`src/rtl/if_stage_if.sv`:
```
// if_stage_if: bundles the fetch-stage side signals (redirect/stall
// controls, instruction ROM bus and IF/ID register outputs).
// master = the fetch stage, slave = the surrounding pipeline and ROM.
// Optional id_except member exists only when IF_EXCEPT_EN is defined.
interface if_stage_if;
  logic        stall_if;
  logic        stall_id;
  logic        flush;
  logic [31:0] new_pc;
  logic        branch_flag;
  logic [31:0] branch_target;
  logic [31:0] inst;
  logic        rom_ce;
  logic [31:0] rom_addr;
  logic [31:0] id_pc;
  logic [31:0] id_inst;
  logic        id_valid;
`ifdef IF_EXCEPT_EN
  logic        id_except;
`endif

  modport master (
    input  stall_if, stall_id, flush, new_pc, branch_flag, branch_target, inst,
`ifdef IF_EXCEPT_EN
    output id_except,
`endif
    output rom_ce, rom_addr, id_pc, id_inst, id_valid
  );

  modport slave (
    output stall_if, stall_id, flush, new_pc, branch_flag, branch_target, inst,
`ifdef IF_EXCEPT_EN
    input  id_except,
`endif
    input  rom_ce, rom_addr, id_pc, id_inst, id_valid
  );
endinterface

```
`src/rtl/if_stage.sv`:
```
// if_stage: instruction-fetch stage. Owns the PC, drives the instruction
// ROM, and captures the fetched instruction into the IF/ID register.
// Optional feature macro: IF_EXCEPT_EN (misaligned-fetch flag on id_except;
// when undefined, redirect targets are forced word-aligned).
//
// state    | meaning
// ---------+----------------------------------------------------------
// ST_RESET | held in / just out of reset, ROM disabled, PC = RESET_PC
// ST_RUN   | fetching, rom_ce = 1, PC advances / redirects / holds
module if_stage #(
  parameter logic [31:0] RESET_PC = 32'h0000_0000
) (
  input logic       clk,
  input logic       rst,
  if_stage_if.master bus
);

  typedef enum logic {ST_RESET = 1'b0, ST_RUN = 1'b1} state_t;

  state_t      state;
  logic [31:0] pc;
  logic        rom_ce_q;
  logic [31:0] id_pc_q;
  logic [31:0] id_inst_q;
  logic        id_valid_q;
`ifdef IF_EXCEPT_EN
  logic        id_except_q;
`endif

  // A stall from decode alone still has to freeze the PC, otherwise the
  // instruction it is holding would be lost.
  logic hold_pc;
  assign hold_pc = bus.stall_if | bus.stall_id;

`ifdef IF_EXCEPT_EN
  function automatic logic [31:0] align_target(input logic [31:0] t);
    return t;
  endfunction
`else
  function automatic logic [31:0] align_target(input logic [31:0] t);
    return t & 32'hFFFF_FFFC;
  endfunction
`endif

  // PC state machine and IF/ID pipeline register, all outputs registered.
  always_ff @(posedge clk or posedge rst) begin
    if (rst) begin
      state       <= ST_RESET;
      pc          <= RESET_PC;
      rom_ce_q    <= 1'b0;
      id_pc_q     <= 32'h0;
      id_inst_q   <= 32'h0;
      id_valid_q  <= 1'b0;
`ifdef IF_EXCEPT_EN
      id_except_q <= 1'b0;
`endif
    end else begin
      case (state)
        ST_RESET: begin
          state    <= ST_RUN;
          pc       <= RESET_PC;
          rom_ce_q <= 1'b1;
        end
        ST_RUN: begin
          if (bus.flush)
            pc <= align_target(bus.new_pc);
          else if (!hold_pc) begin
            if (bus.branch_flag)
              pc <= align_target(bus.branch_target);
            else
              pc <= pc + 32'd4;
          end
        end
        default: begin
          state    <= ST_RESET;
          pc       <= RESET_PC;
          rom_ce_q <= 1'b0;
        end
      endcase

      if (bus.flush || (bus.stall_if && !bus.stall_id)) begin
        id_pc_q     <= 32'h0;
        id_inst_q   <= 32'h0;
        id_valid_q  <= 1'b0;
`ifdef IF_EXCEPT_EN
        id_except_q <= 1'b0;
`endif
      end else if (!bus.stall_id) begin
        id_pc_q <= pc;
`ifdef IF_EXCEPT_EN
        if (pc[1:0] != 2'b00) begin
          id_inst_q   <= 32'h0;
          id_valid_q  <= 1'b1;
          id_except_q <= 1'b1;
        end else begin
          id_inst_q   <= bus.inst;
          id_valid_q  <= rom_ce_q;
          id_except_q <= 1'b0;
        end
`else
        id_inst_q  <= bus.inst;
        id_valid_q <= rom_ce_q;
`endif
      end
    end
  end

  assign bus.rom_ce    = rom_ce_q;
  assign bus.rom_addr  = pc;
  assign bus.id_pc     = id_pc_q;
  assign bus.id_inst   = id_inst_q;
  assign bus.id_valid  = id_valid_q;
`ifdef IF_EXCEPT_EN
  assign bus.id_except = id_except_q;
`endif

endmodule

```
`src/flat_wrapper.sv`:
```
// flat-port wrapper written by rule: the top's interface ports become plain ports
module if_stage_flat 
#(
  parameter logic [31:0] RESET_PC = 32'h0000_0000
)
  (clk, rst, bus_stall_if, bus_stall_id, bus_flush, bus_new_pc, bus_branch_flag, bus_branch_target, bus_inst, bus_rom_ce, bus_rom_addr, bus_id_pc, bus_id_inst, bus_id_valid);
  if_stage_if bus_i ();
  input logic clk;
  input logic rst;
  input wire logic [$bits(bus_i.stall_if)-1:0] bus_stall_if;
  input wire logic [$bits(bus_i.stall_id)-1:0] bus_stall_id;
  input wire logic [$bits(bus_i.flush)-1:0] bus_flush;
  input wire logic [$bits(bus_i.new_pc)-1:0] bus_new_pc;
  input wire logic [$bits(bus_i.branch_flag)-1:0] bus_branch_flag;
  input wire logic [$bits(bus_i.branch_target)-1:0] bus_branch_target;
  input wire logic [$bits(bus_i.inst)-1:0] bus_inst;
  output wire logic [$bits(bus_i.rom_ce)-1:0] bus_rom_ce;
  output wire logic [$bits(bus_i.rom_addr)-1:0] bus_rom_addr;
  output wire logic [$bits(bus_i.id_pc)-1:0] bus_id_pc;
  output wire logic [$bits(bus_i.id_inst)-1:0] bus_id_inst;
  output wire logic [$bits(bus_i.id_valid)-1:0] bus_id_valid;
  assign bus_i.stall_if = bus_stall_if;
  assign bus_i.stall_id = bus_stall_id;
  assign bus_i.flush = bus_flush;
  assign bus_i.new_pc = bus_new_pc;
  assign bus_i.branch_flag = bus_branch_flag;
  assign bus_i.branch_target = bus_branch_target;
  assign bus_i.inst = bus_inst;
  assign bus_rom_ce = bus_i.rom_ce;
  assign bus_rom_addr = bus_i.rom_addr;
  assign bus_id_pc = bus_i.id_pc;
  assign bus_id_inst = bus_i.id_inst;
  assign bus_id_valid = bus_i.id_valid;
  if_stage #(.RESET_PC(RESET_PC)) u_core (.clk(clk), .rst(rst), .bus(bus_i));
endmodule
```
`config.mk`:
```
export PLATFORM = sky130hd
export DESIGN_NAME = if_stage_flat
export DESIGN_NICKNAME = d
export VERILOG_FILES = /design/src/rtl/if_stage_if.sv /design/src/rtl/if_stage.sv /design/src/flat_wrapper.sv
export SDC_FILE = /design/constraint.sdc
export NUM_CORES = 1
export LEC_CHECK = 0
export BUFFER_PORTS_ARGS = -buffer_cell sky130_fd_sc_hd__clkbuf_2
export CORE_ASPECT_RATIO = 1.2
export CORE_UTILIZATION = 49
export DETAILED_ROUTE_END_ITERATION = 16
export GPL_TIMING_DRIVEN = 0
export MAX_ROUTING_LAYER = met4
export PLACE_DENSITY_LB_ADDON = 0.12
export SYNTH_ARGS = -nofsm -noshare
export SYNTH_HDL_FRONTEND = slang
export SYNTH_SLANG_ARGS = --single-unit
```
`constraint.sdc`:
```
create_clock -name clk -period 2.87 [get_ports clk]
set_input_delay 0.1435 -clock clk [delete_from_list [all_inputs] [get_ports clk]]
set_output_delay 0.1435 -clock clk [all_outputs]
set_load 0.01 [all_outputs]
```
==> key figures, run 1 <==
CTS
  – H-tree depth: 3
  – PostCTS Resize Cnt: 0
  – CTS Buffer Depth: 2
  – Post-CTS Setup Repair Bufs: 0
  – Root Driver: clkbuf_16
  – CTS tree: yes
  – Reg clk slew, reported paths: 0.08 ns
  – Post-CTS Hold Buffers: 1
  – Clk Latency, worst-skew pair: about 0.36 ns
  – Num CTS Buffers: 9
  – Clock sinks: 96

Timing
  – Setup Viol. Count Final: 0
  – Post-layout min period: 2.639 ns
  – Pin slew with the least headroom to its limit: 1.270 ns
  – Pins Over Slew Limit: 0
  – Slew headroom: 0.1455
  – RSZ-0062 raised after global routing: false
  – Final hold vios: 0
  – Tightest hold margin: 0.005202 ns
  – Fin crit share: 0.9196
  – Post-route setup slack: roughly 0.23 ns
  – Final setup skew: between 0.01 and 0.015 ns
  – Fmax: 378.9 MHz

Place
  – Dpl cells: 842
  – IO buf count: 193
  – Hpwl dp: ~13000 um
  – GP Congestion: a little over 0.9
  – Pre-CTS setup slack: 0.3271 ns

Floorplan
  – Io pins: 200
  – Rows: 40
  – Die footprint: 10670 um^2
  – Die width: 94.47 um
  – CORE AREA: 10010 um^2
  – Die Y: ~110 um
  – Initial Utilization: 0.5023

Critical path
  – Max incr delay on CP: about 0.9 ns
  – Crit path max fanout: 10
  – Crit end category: register
  – Kind of critical path: reg -> reg
  – Worst reg2reg path depth: 6
  – Startpoint Class: register
  – CP Cell Sequence: ha_1, nand3_1, clkbuf_1, nor4_2, a2111oi_0, nor3_1
  – Crit path max-delay cell type: nor4_2
  – Worst path arrival time: 2.90 ns
  – Required @ worst endpoint: 3.13 ns

Global route
  – First-pass GRT wire length: 26740 um
  – Initial antenna violation count: 0
  – Largest net degree at the start of global routing: just over 60
  – Vias in the first global route: roughly 5000
  – Overflow after GRT: 0
  – Gr usage total: 0.3373

Routing
  – Aggregate routed wire length: 17410 um
  – Per-cell routed wire length: 20.27 um
  – Drc violations: 0
  – Routed Antenna Nets: 0
  – Via count: 5364
  – Initial DRC Count: 409
  – Drt pass-1 iters: 5
  – Via density: 6.244

Hold path
  – Min-Delay Path Class: in -> reg
  – Hold depth: 2

Logic synthesis
  – Area of the mapped netlist: 5027 um^2
  – Area contributors post-synth: dfrtp_1 (48%), a22o_1 (10%), o21ai_0 (4.1%)
  – FFs w/ async S/R, synth: 1.000
  – Top cell type's share of synthesized area: 0.4778
  – Post-synthesis sequential area ratio: 0.4778
  – Synth Warn #: 0
  – Post-synth EDFFs: 0
  – Syn Inst Count: 521
  – #FFs+latches synth: 96
  – Count of cell types in the netlist: 60
  – Mean Syn Cell Area: roughly 9.6 um^2
  – Ys flop type: dfrtp_1
  – Yosys top cell by area: dfrtp_1

Layout
  – Fin nets: 831
  – Finished Layout Cells: 859
  – Ant diodes: 0
  – FILL cells: 871
  – Growth of design area from synthesis to finish: 29.22%
  – Share of layout cells above drive strength 1: 0.3124
  – Final core occ: 0.6490

Power and ir drop
  – Static leakage: 0.003131 uW
  – Maximum vdd drop: 0.0003523 V
  – PD cells: 494.3 nW/um^2

Status
  – Status: finished clean

Job
  – Total of max-cap violations: 0
==> area by class of cell <==
| class | instances | area [um^2] | share of cell area |
|---|---|---|---|
| clock buffer | 9 | 225.2 | 0.03467 |
| sequential | 96 | 2402 | 0.3698 |
| inverter | 13 | 51.30 | 0.007897 |
| clock inverter | 7 | 76.32 | 0.01175 |
| tap | 126 | 157.7 | 0.02427 |
| multi-input combinational | 362 | 2372 | 0.3652 |
| buffer | 51 | 207.7 | 0.03197 |
| timing repair buffer | 195 | 1003 | 0.1545 |
==> through the flow <==
| step | setup TNS (ns) | total power [uW] | area [um^2] |
|---|---|---|---|
| floorplan | 0 | 1753 | 5031 |
| global placement | -75.92 | 1976 | 6155 |
| detailed placement | 0 | 1992 | 6185 |
| CTS | 0 | 3212 | 6496 |
| global route | 0 | 3325 | 6496 |
| finish | 0 | 3211 | 6496 |
==> flip-flops by register name, indices dropped and copies added (netlist names) <==
| register | count |
|---|---|
| u_core.bus.id_inst | 32 |
| u_core.bus.id_pc | 31 |
| u_core.bus.id_valid | 1 |
| u_core.bus.rom_addr | 30 |
| u_core.bus.rom_ce | 1 |
| u_core.state | 1 |
==> report_power, final <==
part           switching (uW)  internal, uW
clock network             612           625
registers                75.3          1410
logic                     292           199
total                     979          2230
==> cell usage after synthesis, drive strengths merged, types with 12 or more instances <==
cell and number:
dfrtp 96, a22o 60, nand2 41, o21ai 41
clkbuf 35, a21oi 25, nor2 18, buf 16
nand3 15, inv 12, nand4 12, nor3 12
o211ai 12
==> cells in the final DEF (no fill, tap or decap), types with 4 or more instances in the layout <==
cell type / Yosys / layout
a211oi_1: 5 / 5
a21oi_1: 25 / 25
a221oi_1: 4 / 4
a22o_1: 60 / 60
a22oi_1: 4 / 4
a31oi_1: 8 / 8
and2_1: 4 / 4
and3_1: 8 / 8
and4_1: 4 / 4
buf_1: 9 / 9
buf_2: 4 / 4
clkbuf_1: 35 / 35
clkbuf_16: 0 / 9
clkbuf_2: 0 / 193
dfrtp_1: 96 / 96
inv_1: 12 / 11
nand2_1: 41 / 41
nand2b_1: 4 / 4
nand3_1: 15 / 15
nand4_1: 11 / 11
nor2_1: 18 / 18
nor2b_1: 8 / 8
nor3_1: 12 / 12
nor4_1: 5 / 5
o211ai_1: 12 / 12
o21ai_0: 41 / 41
o31ai_1: 4 / 4
o41ai_1: 4 / 4
or4_1: 5 / 5
or4b_2: 4 / 4
==> logic make-up (layout without fill, tap and decap cells) <==
logic type	Yosys count	in the layout	share of synthesized area
other cells	2	3	0.001494
xor+xnor	1	1	0.001742
mux	4	4	0.008213
compound gates	195	195	0.2780
fa+ha+maj	1	1	0.002488
simple gates	158	158	0.1792
flops	96	96	0.4778
buf+inv	64	275	0.05102
==> critical path: cells and delay by family (launching register included) <==
| kind | cells | cell delay, ns |
|---|---|---|
| AO/OA/AOI/OAI | 1 | 0.26 |
| AND/OR/NAND/NOR | 3 | 1.26 |
| buffers and inverters | 1 | 0.29 |
| flip-flops | 1 | 0.48 |
| adder cells (fa/ha/maj) | 1 | 0.26 |
==> layer usage <==
metal  vias up  part of all wire  GRT usage  wire length (um)
li1       2410                 -          -                 -
met1      2588              0.41     0.4398              7212
met2       324              0.47     0.5213              8235
met3        42             0.082    0.05108              1432
met4         0             0.030     0.1465               529
met5         -                 0          -                 0
==> worst paths after layout <==
path	to	slack [ns]	start
hold / removal	u_core.bus.id_inst[20]	0.005	bus_inst[20]
setup reg to reg	u_core.bus.rom_addr[22]	0.23	u_core.bus.rom_addr[2]
hold reg to reg	u_core.bus.id_pc[22]	0.48	u_core.bus.id_pc[22]
min in group asynchronous	u_core.bus.id_inst[17]	0.36	rst
max in group asynchronous	u_core.bus.rom_addr[16]	1.84	rst
setup / recovery	u_core.bus.rom_addr[22]	0.23	u_core.bus.rom_addr[2]
Power figures use the tool's default switching activity.
==> inputs of run 2 (changes only) <==
--- a/config.mk
+++ b/config.mk
@@ -7,11 +7,11 @@
 export LEC_CHECK = 0
 export BUFFER_PORTS_ARGS = -buffer_cell sky130_fd_sc_hd__clkbuf_2
 export CORE_ASPECT_RATIO = 1.2
-export CORE_UTILIZATION = 49
+export CORE_UTILIZATION = 44
 export DETAILED_ROUTE_END_ITERATION = 16
 export GPL_TIMING_DRIVEN = 0
 export MAX_ROUTING_LAYER = met4
-export PLACE_DENSITY_LB_ADDON = 0.12
+export PLACE_DENSITY = 0.88
 export SYNTH_ARGS = -nofsm -noshare
 export SYNTH_HDL_FRONTEND = slang
 export SYNTH_SLANG_ARGS = --single-unit
==> constraint.sdc (replaced) <==
create_clock -name clk -period 2.4 [get_ports clk]
set_input_delay 0.12 -clock clk [delete_from_list [all_inputs] [get_ports clk]]
set_output_delay 0.12 -clock clk [all_outputs]
set_load 0.01 [all_outputs]
==> key figures, run 2 (synthesis results as in run 1) <==
Power and ir drop
  – Static leakage: 0.003230 uW (+3.2%)
  – Internal: 2669 uW (+20%)
  – Clk pwr share: 0.369 (-0.016)
  – Total net switching power: 1116 uW (+14%)
  – Sequential Power Share: 0.468 (+0.006)
  – Sw frac: 0.2949 (-0.01006)
  – PD cells: 560.1 nW/um^2 (+13%)
  – Gate power share: 0.163 (+0.010)
  – Maximum vdd drop: 0.0004509 V (+28%)

Routing
  – Drc violations: 0 (unchanged)
  – Via count: 5447 (+1.5%)
  – Initial DRC Count: 558 (+36%)
  – Routed Antenna Nets: 0 (unchanged)
  – Aggregate routed wire length: 17300 um (-0.61%)
  – Drt pass-1 iters: 5 (unchanged)
  – Via density: 5.999 (-3.9%)
  – Per-cell routed wire length: 19.06 um (-6.0%)

CTS
  – CTS Buffer Depth: 2 (unchanged)
  – Clock sinks: 96 (unchanged)
  – Root Driver: clkbuf_16
  – CTS tree: yes
  – Reg clk slew, reported paths: 0.07 ns (about the same)
  – Clk Latency, worst-skew pair: 0.35 ns (about the same)
  – H-tree depth: 3 (unchanged)
  – Num CTS Buffers: 9 (unchanged)

Floorplan
  – Die width: 99.58 um (+5.4%)
  – CORE AREA: 11090 um^2 (+11%)
  – Initial Utilization: 0.4534 (-0.04885)
  – Rows: 42 (+5.0%)
  – Die Y: 119.1 um (+5.4%)
  – Die footprint: 11860 um^2 (+11%)
  – Io pins: 200 (unchanged)

Timing
  – Final setup skew: 0.008137 ns (-0.005901 ns)
  – Pins Over Slew Limit: 0 (unchanged)
  – Pin slew with the least headroom to its limit: 0.7812 ns (-0.4889 ns)
  – Setup_tns: 0 ns (unchanged)
  – Post-route setup slack: 0.1309 ns (-0.09973 ns)
  – Setup Viol. Count Final: 0 (unchanged)
  – Final hold vios: 0 (unchanged)
  – RSZ-0062 raised after global routing: false
  – Fin crit share: 0.9455 (+0.02582)
  – Post-layout min period: 2.269 ns (-0.3703 ns)
  – Fmax: 440.7 MHz (+16%)
  – Slew headroom: 0.4792 (+0.3337)

Global route
  – Largest net degree at the start of global routing: 38 (-39%)
  – Initial antenna violation count: 0 (unchanged)
  – Gr usage total: 0.3004 (-0.03691)
  – First-pass GRT wire length: 26520 um (-0.80%)
  – Vias in the first global route: 5033 (+0.52%)
  – Overflow after GRT: 0 (unchanged)

Layout
  – Share of layout cells above drive strength 1: 0.3117 (-0.0007436)
  – Fin nets: 852 (+2.5%)
  – Max reg flops: 32 (unchanged)
  – Growth of design area from synthesis to finish: 34.42%
  – Most frequent cells in the layout: clkbuf_2 (194), dfrtp_1 (95), a22o_1 (60)
  – Most common cell after layout, fill and taps aside: clkbuf_2
  – Design area: 6758 um^2 (+4.0%)
  – Ant diodes: 0 (unchanged)

Status
  – Status: finished clean

Place
  – IO buf count: 193 (unchanged)
  – Hpwl dp: 12200 um (-2.5%)
  – DP Area: 6233 um^2 (+0.79%)
  – GP Congestion: 0.9554 (+3.6%)
  – Pre-CTS setup slack: -0.1538 ns (-0.4808 ns)

Critical path
  – Crit end category: register
  – Worst path arrival time: 2.55 ns (-0.35 ns)
  – Required @ worst endpoint: 2.68 ns (-0.45 ns)
  – Crit path max fanout: 9 (-1)
  – Kind of critical path: reg -> reg
  – Startpoint Class: register

Hold path
  – Min-Delay Path Class: in -> reg

Job
  – Total of max-cap violations: 0 (unchanged)
==> run 2: changes by cell type in the layout (fill, tap and decap cells not counted), sizes merged <==
cell and delta:
dlygate4sd3 +18, inv -3, buf +3, clkinvlp +2, clkinv +1
==> run 2: area by class of cell <==
cell class	count	area (um^2)
inverter	13	52.55
tap	154	192.7
timing repair buffer	216	1224
multi-input combinational	362	2387
sequential	96	2404
clock inverter	7	63.81
clock buffer	9	225.2
fill	1008	4330
buffer	51	209.0
==> run 2: path summary, 6_finish.rpt <==
path | start | to | slack [ns] | cells after the start
min in group asynchronous | rst | u_core.bus.id_inst[17] | 0.38 | 3
setup / recovery | u_core.bus.rom_addr[4] | u_core.bus.rom_addr[23] | 0.13 | 5
hold / removal | bus_new_pc[3] | u_core.bus.rom_addr[3] | 0.004 | 3
setup reg to reg | u_core.bus.rom_addr[4] | u_core.bus.rom_addr[23] | 0.13 | 5
max in group asynchronous | rst | u_core.bus.rom_addr[2] | 1.45 | 4
hold reg to reg | u_core.bus.id_pc[19] | u_core.bus.id_pc[19] | 0.48 | 2
==> run 2: layer usage <==
metal  vias to the layer above  track usage  part of all wire
li1                       2445            -                 -
met1                      2563       0.4010              0.41
met2                       383       0.4462              0.46
met3                        56      0.06221              0.10
met4                         0       0.1241             0.033
met5                         -            -                 0
==> run 2: power by group through the flow <==
stage               sequential, uW  combinational (uW)  clock (uW)
global route                  1780                 668        1510
detailed placement            1800                 582           0
floorplan                     1810                 284           0
finish                        1770                 617        1400
global placement              1800                 567           0
CTS                           1770                 606        1430
==> run 2: timing repair <==
| item | 4_1_cts | 5_1_grt |
|---|---|---|
| hold buffers | 17 | 2 |
| gates resized for setup | 2 | 3 |
| endpoints found under the hold margin | 40 | 2 |
| setup buffers | 0 | 2 |
| pin swaps | 0 | 1 |
| setup endpoints to repair | 9 | 3 |
==> run 2: through the flow <==
step / hold slack [ns] / total power [uW] / instances / utilization
5_1_grt: 0.002207 / 3956 / 908 / 0.6095
4_1_cts: 0.0001916 / 3803 / 904 / 0.6049
6_report: 0.003558 / 3785 / 908 / 0.6095
3_3_place_gp: 0.3434 / 2365 / 869 / 0.5586
2_1_floorplan: 0.2595 / 2097 / 522 / -
3_5_place_dp: 0.2046 / 2382 / 871 / 0.5622
==> run 2: worst max-delay path, stage by stage (launching register included) <==
cell,delay [ns]
dfrtp_1,0.50
nand4_1,0.41
or4_1,0.51
buf_2,0.19
or4b_1,0.50
nand3_1,0.09
==> inputs of run 3 (changes only) <==
--- a/config.mk
+++ b/config.mk
@@ -5,13 +5,14 @@
 export SDC_FILE = /design/constraint.sdc
 export NUM_CORES = 1
 export LEC_CHECK = 0
+export ABC_AREA = 1
 export BUFFER_PORTS_ARGS = -buffer_cell sky130_fd_sc_hd__clkbuf_2
 export CORE_ASPECT_RATIO = 1.2
-export CORE_UTILIZATION = 44
+export CORE_UTILIZATION = 45
 export DETAILED_ROUTE_END_ITERATION = 16
 export GPL_TIMING_DRIVEN = 0
 export MAX_ROUTING_LAYER = met4
-export PLACE_DENSITY = 0.88
+export PLACE_DENSITY = 0.89
 export SYNTH_ARGS = -nofsm -noshare
 export SYNTH_HDL_FRONTEND = slang
 export SYNTH_SLANG_ARGS = --single-unit
==> key figures, run 3 <==
CTS
  – Reg clk slew, reported paths: 0.07 ns (about the same)
  – H-tree depth: 3 (unchanged)
  – PostCTS Resize Cnt: 0 (-2)
  – Clock sinks: 96 (unchanged)
  – Post-CTS Setup Repair Bufs: 0 (unchanged)
  – Root Driver: clkbuf_16
  – Post-CTS Hold Buffers: 4 (-13)
  – CTS Buffer Depth: 2 (unchanged)
  – Num CTS Buffers: 9 (unchanged)
  – CTS tree: yes
  – Clk Latency, worst-skew pair: 0.35 ns (about the same)

Place
  – Hpwl dp: 13720 um (+12%)
  – GP Congestion: 0.9670 (+1.2%)
  – Pre-CTS setup slack: 0.7033 ns (+0.8571 ns)
  – IO buf count: 192 (-0.52%)

Floorplan
  – Initial Utilization: 0.4637 (+0.01032)
  – Rows: 43 (+2.4%)
  – Die footprint: 12420 um^2 (+4.7%)
  – Io pins: 200 (unchanged)
  – Die Y: 121.9 um (+2.3%)
  – Die width: 101.9 um (+2.3%)
  – CORE AREA: 11620 um^2 (+4.8%)

Routing
  – Via count: 5810 (+6.7%)
  – Initial DRC Count: 513 (-8.1%)
  – Routed Antenna Nets: 0 (unchanged)
  – Drc violations: 0 (unchanged)
  – Per-cell routed wire length: 16.42 um (-14%)
  – Via density: 5.340 (-11%)
  – Aggregate routed wire length: 17870 um (+3.3%)
  – Drt pass-1 iters: 7 (+2)

Logic synthesis
  – Syn Inst Count: 716 (+37%)
  – Yosys top cell by area: dfrtp_1
  – FFs w/ async S/R, synth: 1.000 (unchanged)
  – Mean Syn Cell Area: 7.526 um^2 (-22%)
  – Post-synth EDFFs: 0 (unchanged)
  – Most frequent cells after synthesis: nand2_1 (187), nand3_1 (133), dfrtp_1 (96), nor2_1 (79), inv_1 (39)
  – Top cell type's share of synthesized area: 0.4458 (-0.03206)
  – #FFs+latches synth: 96 (unchanged)
  – Synth Warn #: 0 (unchanged)
  – Ys flop type: dfrtp_1
  – Count of cell types in the netlist: 31 (-48%)
  – Area contributors post-synth: dfrtp_1 (45%), nand2_1 (13%), nand3_1 (12%)
  – Area of the mapped netlist: 5389 um^2 (+7.2%)
  – Post-synthesis sequential area ratio: 0.4458 (-0.03206)
  – Most common cell in the netlist: nand2_1

Layout
  – Growth of design area from synthesis to finish: 29.21%
  – Share of layout cells above drive strength 1: 0.2900 (-0.02166)
  – Register area: 2402 um^2 (about the same)
  – Max reg flops: 32 (unchanged)
  – Fin nets: 1029 (+21%)
  – Multi-input gate area: 2579 um^2 (+8.0%)
  – Ant diodes: 0 (unchanged)
  – Most common cell after layout, fill and taps aside: clkbuf_2
  – Most frequent cells in the layout: clkbuf_2 (192), nand2_1 (187), nand3_1 (133)
  – FILL cells: 1098 (+8.9%)

Power and ir drop
  – Static leakage: 0.003709 uW (+15%)
  – PD cells: 587.0 nW/um^2 (+4.8%)
  – Maximum vdd drop: 0.0002795 V (-38%)

Timing
  – Fmax: 554.4 MHz (+26%)
  – RSZ-0062 raised after global routing: false
  – Final hold vios: 0 (unchanged)
  – Slew headroom: 0.5698 (+0.09064)
  – Fin crit share: 0.7516 (-0.1938)
  – Final setup skew: 0.005540 ns (-0.002598 ns)
  – Pins Over Slew Limit: 0 (unchanged)
  – Pin slew with the least headroom to its limit: 0.6453 ns (-0.1360 ns)
  – Setup_tns: 0 ns (unchanged)
  – Post-route setup slack: 0.5961 ns (+0.4652 ns)
  – Post-layout min period: 1.804 ns (-0.4652 ns)
  – Setup Viol. Count Final: 0 (unchanged)

Critical path
  – Startpoint Class: register
  – Crit end category: register
  – Crit path max fanout: 5 (-4)
  – Worst path arrival time: 2.05 ns (-0.50 ns)
  – Required @ worst endpoint: 2.64 ns (-0.04 ns)
  – R2r setup slk: 0.60 ns (+0.47 ns)
  – Kind of critical path: reg -> reg

Hold path
  – Min-Delay Path Class: in -> reg

Global route
  – Initial antenna violation count: 0 (unchanged)
  – Vias in the first global route: 5421 (+7.7%)
  – GRT Max-Usage Layer: met2
  – GR Util met3: 0.05680 (-0.005408)
  – First-pass GRT wire length: 27110 um (+2.2%)
  – Gr usage total: 0.2999 (-0.0004651)
  – Grt met1 use: 0.3573 (-0.04370)
  – Largest net degree at the start of global routing: 42 (+11%)
  – GRT met2 Usage: 0.4975 (+0.05129)
  – Overflow after GRT: 0 (unchanged)

Status
  – Status: finished clean

Job
  – Total of max-cap violations: 0 (unchanged)
==> run 3: cell types whose count changed in the layout (fill, tap and decap cells not counted), sizes merged, moves of 12 or more <==
cell         delta
a22o           -60
inv            +27
o31ai          +25
nand4          -12
nand3         +118
clkbuf         -24
dlygate4sd3    -15
nor3           -12
nor2           +77
nand2         +158
buf            +17
==> run 3: final cells by class <==
cell class	count	area share
multi-input cells	533	0.3703
flip-flops and latches	96	0.3450
repair buffers	198	0.1495
plain buffers	47	0.03702
clock buffers	10	0.03432
well taps	157	0.02821
inverters	41	0.02264
clock inverters	6	0.01294
==> run 3: cells by family after synthesis <==
| kind of cell | share of synthesized area |
|---|---|
| adder cells (fa/ha/maj) | 0.002321 |
| other | 0.001394 |
| AO/OA/AOI/OAI | 0.1026 |
| AND/OR/NAND/NOR | 0.3617 |
| flip-flops | 0.4458 |
| XOR/XNOR | 0.009751 |
| buffers and inverters | 0.07639 |
==> run 3: where the power goes <==
part           internal [uW]  leakage (uW)  switching (uW)
clock network            948      0.000159             647
registers               1700       0.00129             109
logic                    253       0.00226             430
==> run 3: per-stage QoR <==
| step | power (uW) | cell area, um^2 | utilization | hold WS [ns] | std cells |
|---|---|---|---|---|---|
| after floorplan | 2189 | 5396 | - | 0.2608 | 717 |
| after global placement | 2486 | 6554 | 0.5640 | 0.3459 | 1066 |
| after detailed placement | 2505 | 6594 | 0.5674 | 0.2109 | 1068 |
| after CTS | 4095 | 6963 | 0.5992 | 0.0007483 | 1088 |
| after global routing | 4240 | 6963 | 0.5992 | 0.01246 | 1088 |
| final | 4088 | 6963 | 0.5992 | 0.00006142 | 1088 |
==> run 3: path summary, 6_finish.rpt <==
| kind | start | end | cells after the start |
|---|---|---|---|
| min in group asynchronous | rst | u_core.bus.rom_addr[8] | 3 |
| max in group asynchronous | rst | u_core.bus.id_pc[26] | 4 |
| max | u_core.bus.rom_addr[2] | u_core.bus.rom_addr[26] | 10 |
| min | bus_inst[14] | u_core.bus.id_inst[14] | 3 |
| min reg2reg | u_core.bus.rom_ce | u_core.bus.rom_ce | 2 |
| max reg2reg | u_core.bus.rom_addr[2] | u_core.bus.rom_addr[26] | 10 |
==> run 3: routing by layer <==
metal / up-vias / share of wire
met5: - / 0
met4: 0 / 0.036
met3: 53 / 0.074
met2: 305 / 0.49
met1: 2671 / 0.40
li1: 2781 / -
==> run 3: critical path, stage by stage (launching register included) <==
cell     delay, ns
dfrtp_1       0.44
ha_1          0.25
nand2_2       0.10
nor2_4        0.17
nand2_4       0.12
nor2_8        0.15
nand3_1       0.09
nand3_1       0.14
nand2_1       0.10
nand2_1       0.08
nand2_1       0.05
